File: src/rtl/div_pkg.sv
// div_pkg: shared FSM state type and counter sizing for the sequential divider
package div_pkg;

    typedef enum logic [1:0] {IDLE, RUN, DONE} div_state_t;

    localparam int WIDTH_DEF = 4;

    // Counter must be able to hold the value WIDTH itself
    function automatic int cnt_width(input int w);
        return $clog2(w + 1);
    endfunction

    localparam int CNT_W = cnt_width(WIDTH_DEF);

endpackage

File: src/rtl/div_step.sv
// div_step: one combinational restoring shift-subtract iteration
module div_step #(
    parameter int WIDTH = 4
) (
    input  logic [WIDTH:0]   rem_in,
    input  logic [WIDTH-1:0] quo_in,
    input  logic [WIDTH-1:0] divisor,
    output logic [WIDTH:0]   rem_out,
    output logic [WIDTH-1:0] quo_out
);

    logic [WIDTH+1:0] shifted;
    logic             ge;

    // Shift the partial remainder left pulling in the next dividend bit, then trial-subtract
    always_comb begin
        shifted = {rem_in, quo_in[WIDTH-1]};
        ge      = shifted >= {2'b0, divisor};
        rem_out = ge ? (WIDTH+1)'(shifted - {2'b0, divisor}) : (WIDTH+1)'(shifted);
        quo_out = {quo_in[WIDTH-2:0], ge};
    end

endmodule

File: src/rtl/seq_restoring_divider.sv
// seq_restoring_divider: multi-cycle unsigned divider, one quotient bit per clock
module seq_restoring_divider
    import div_pkg::*;
#(
    parameter int WIDTH = 4
) (
    input  logic             clk,
    input  logic             rst_n,
    input  logic             start,
    input  logic [WIDTH-1:0] dividend,
    input  logic [WIDTH-1:0] divisor,
    output logic             busy,
    output logic             done,
    output logic [WIDTH-1:0] quotient,
    output logic [WIDTH-1:0] remainder,
    output logic             div_by_zero
);

    localparam int CW = cnt_width(WIDTH);

    div_state_t       state;
    logic [CW-1:0]    count;
    logic [WIDTH:0]   rem_acc;
    logic [WIDTH-1:0] quo_acc;
    logic [WIDTH-1:0] div_q;
    logic [WIDTH:0]   rem_nxt;
    logic [WIDTH-1:0] quo_nxt;

    div_step #(.WIDTH(WIDTH)) u_step (
        .rem_in  (rem_acc),
        .quo_in  (quo_acc),
        .divisor (div_q),
        .rem_out (rem_nxt),
        .quo_out (quo_nxt)
    );

    assign busy = state != IDLE;
    assign done = state == DONE;

    // FSM, iteration accumulators and result registers; results load only on DONE entry
    always_ff @(posedge clk) begin
        if (!rst_n) begin
            state       <= IDLE;
            count       <= '0;
            rem_acc     <= '0;
            quo_acc     <= '0;
            div_q       <= '0;
            quotient    <= '0;
            remainder   <= '0;
            div_by_zero <= 1'b0;
        end else begin
            case (state)
                IDLE: begin
                    if (start) begin
                        if (divisor == '0) begin
                            state       <= DONE;
                            quotient    <= '1;
                            remainder   <= dividend;
                            div_by_zero <= 1'b1;
                        end else begin
                            state   <= RUN;
                            div_q   <= divisor;
                            rem_acc <= '0;
                            quo_acc <= dividend;
                            count   <= CW'(WIDTH);
                        end
                    end
                end
                RUN: begin
                    rem_acc <= rem_nxt;
                    quo_acc <= quo_nxt;
                    count   <= count - 1'b1;
                    if (count == CW'(1)) begin
                        state       <= DONE;
                        quotient    <= quo_nxt;
                        remainder   <= rem_nxt[WIDTH-1:0];
                        div_by_zero <= 1'b0;
                    end
                end
                DONE:    state <= IDLE;
                default: state <= IDLE;
            endcase
        end
    end

endmodule

File: config.mk
export PLATFORM = sky130hd
export DESIGN_NAME = seq_restoring_divider
export DESIGN_NICKNAME = d
export VERILOG_FILES = /design/src/rtl/div_pkg.sv /design/src/rtl/div_step.sv /design/src/rtl/seq_restoring_divider.sv
export SDC_FILE = /design/constraint.sdc
export NUM_CORES = 1
export LEC_CHECK = 0
export ABC_AREA = 1
export BUFFER_PORTS_ARGS = -buffer_cell sky130_fd_sc_hd__buf_2
export CORE_ASPECT_RATIO = 1.5
export CORE_MARGIN = 2
export CORE_UTILIZATION = 60
export DETAILED_ROUTE_END_ITERATION = 7
export HOLD_SLACK_MARGIN = 0.15
export PLACE_DENSITY_LB_ADDON = 0.15
export SYNTH_ARGS = -nofsm -noshare
export SYNTH_HDL_FRONTEND = slang
export SYNTH_SLANG_ARGS = --single-unit
File: constraint.sdc
create_clock -name clk -period 3.3 [get_ports clk]
set_clock_uncertainty 0.05 [all_clocks]
set_input_delay 0.495 -clock clk [delete_from_list [all_inputs] [get_ports clk]]
set_output_delay 0.495 -clock clk [all_outputs]
set_load 0.1 [all_outputs]
==> impl_metrics.tcl <==
set metrics [dict create \
    outcome "finished clean" \
    r2r_slack_ps 1210 \
    wl_met2_um 1690 \
    cts_buffer_depth 2 \
    route.met3.wl_um 149 \
    die_w_um 44.2 \
    syn_inst 203 \
    drt-initial-drc-count 27 \
    criticalPathCategory "flip-flop to flip-flop" \
    fp.dieArea_mm2 0.00284 \
    vias_per_cell 5.49 \
    final_layout_size_suffix_gt1_frac 0.170 \
    ys_warn_count 0 \
    cts_buffers 3 \
    grt_setup_unrepaired "no" \
    tns_ps 0 \
    final_antenna_net_count 0 \
    h-tree-depth 1 \
    yosysSeqAreaShare 0.371 \
    wl_per_cell_um 12.5 \
    multi_input_area_um2 743 \
    coreArea_mm2 0.00226 \
    pre_cts_ws_ps 1300 \
    powerDensity_mw_per_mm2 545 \
    fill_cells 199 \
    place.gp.congestion 0.936 \
    cts.clk_slew.worst_paths_ps 140 \
    drc_errors 0 \
    clockRootBuffer "clkbuf_4" \
    vias 1357 \
    drt_first_pass_iters 4 \
    postSynthAreaPerCell_um2 7.17 \
    placed_cells 243 \
    cp-start-kind "flip-flop" \
    clock.fmax_mhz 478 \
    cts_tree "yes" \
    final_nets 243 \
    wl_um 3100 \
    synth_nets 221 \
    grt_pass1_vias 1292 \
    seq_area_um2 541 \
    hp-class "input pin to flip-flop" \
    hold_viol_final 0 \
    mostFrequentLayoutCells "nand2_1 (44), inv_1 (35), dfxtp_1 (27)" \
    max_slew_margin 0.677 \
    dr.max_layer_used "met4" \
    grt_pass1_wl_um 5200 \
    critical_path_arrival_ps 2280 \
    die_y_um 64.3 \
    required_ps 3490 \
    cp_max_fo 7 \
    wl_met1_um 1200 \
    yosys_register_bits 27 \
    cellLeakagePower_uw 0.000813 \
    final-instance-count-excl-fill 247 \
    ioPinCount 22 \
    final_common_cell "nand2_1" \
    holdBufCountCts 0 \
    drv_cap 0 \
    antenna_found_initial 0 \
    syn-cell-area_mm2 0.00146 \
    grtUsageTotal 0.240 \
    grt_max_degree 18 \
    n_antenna_cell 0 \
    crit_path_end_kind "flip-flop" \
    setup_violations 0 \
    clk_latency_ps 320 \
    io_buffers 21 \
    std_cell_rows 21 \
    min_period_ps 2090 \
    maxSlewViolCount 0 \
    period_share 0.634 \
    fin_ws_ps 1210 \
    worst_slew_pin_slew_ps 484 \
    peakVddDrop_mv 0.336 \
    ys_types 28 \
    hpwl_um 2390 \
    cts_sinks 27 \
    start_util 0.644 \
    ctsResizeCount 0 \
    post-cts-setup-buffers 0 \
    syn_to_final_growth_pct 9.20 \
    overflow 0 \
]
final cells by class:
type                            instances  share of cell area
Inverter                               38              0.0913
Sequential cell                        27               0.340
Multi-Input combinational cell        134               0.468
Timing Repair Buffer                   21              0.0661
Tap cell                               23              0.0181
Clock buffer                            4              0.0165
worst max-delay path, cell delays in order (launching register included):
cell and delay [ps]:
dfxtp_1 350, inv_1 60, ha_1 130, inv_1 60
fa_1 400, inv_1 80, nor2_1 50, nor2_2 250
nand2_1 190, nand3b_1 170, nand3_1 100, nand2_1 70
inv_1 40
worst paths after layout:
kind / startpoint / endpoint / depth (start not counted)
worst max-delay path: quo_acc[3] / remainder[0] / 12
worst min-delay path: divisor[0] / div_q[0] / 3
worst max register to register: quo_acc[3] / remainder[0] / 12
worst min register to register: count[1] / count[1] / 2
metrics by stage:
stage           util  total power (uW)  instance area [um^2]  hold slack (ps)
2_1_floorplan      -               667                  1460              383
3_3_place_gp   0.692               715                  1560              396
3_5_place_dp   0.692               727                  1560              406
4_1_cts        0.703               867                  1590              379
5_1_grt        0.703               917                  1590              388
6_report       0.703               866                  1590              379
routing by layer:
| layer | global-route usage | up-vias |
|---|---|---|
| li1 | - | 690 |
| met1 | 0.249 | 611 |
| met2 | 0.452 | 47 |
| met3 | 0.0282 | 9 |
| met4 | 0.110 | 0 |
| met5 | 0 | - |
cell usage after synthesis:
master / instances / area [um^2]
a21oi_4: 1 / 16.3
xor2_1: 2 / 17.5
buf_4: 1 / 7.51
o21ai_1: 1 / 5.00
nand3_2: 1 / 10.0
fa_1: 1 / 20.0
o21ai_0: 7 / 35.0
nand2_1: 44 / 165
nand3b_1: 1 / 7.51
nand2_4: 2 / 22.5
dfxtp_1: 27 / 541
buf_6: 1 / 11.3
or2_2: 1 / 6.26
inv_2: 2 / 7.51
nand4_1: 6 / 37.5
nand3_1: 15 / 75.1
ha_1: 6 / 75.1
or2_0: 1 / 6.26
clkbuf_1: 2 / 7.51
inv_4: 1 / 6.26
nor2_4: 1 / 11.3
a31oi_1: 4 / 25.0
nor2_2: 4 / 25.0
nand3_4: 1 / 17.5
nor2_1: 14 / 52.6
inv_1: 35 / 131
o21bai_1: 3 / 22.5
a21oi_1: 18 / 90.1
power by group:
group          total, uW  internal (uW)  switching (uW)  leakage [uW]
registers            381            360            20.6      0.000222
clock network        141           47.4            93.2     0.0000150
logic                344           88.0             256      0.000577
total                866            496             370      0.000813
registers in the layout, indices dropped and copies added (netlist names):
| register | cells |
|---|---|
| rem_acc | 5 |
| div_q | 4 |
| quo_acc | 4 |
| quotient | 4 |
| remainder | 4 |
| count | 3 |
| state | 2 |
| div_by_zero | 1 |
logic make-up after synthesis:
logic type / after synthesis / synth area share
AND/OR/NAND/NOR: 91 / 0.300
XOR/XNOR: 2 / 0.0120
AO/OA/AOI/OAI: 34 / 0.133
adder cells (fa/ha/maj): 7 / 0.0653
buffers and inverters: 42 / 0.118
flip-flops: 27 / 0.371
Note: power is estimated with default switching activity, not from simulation.
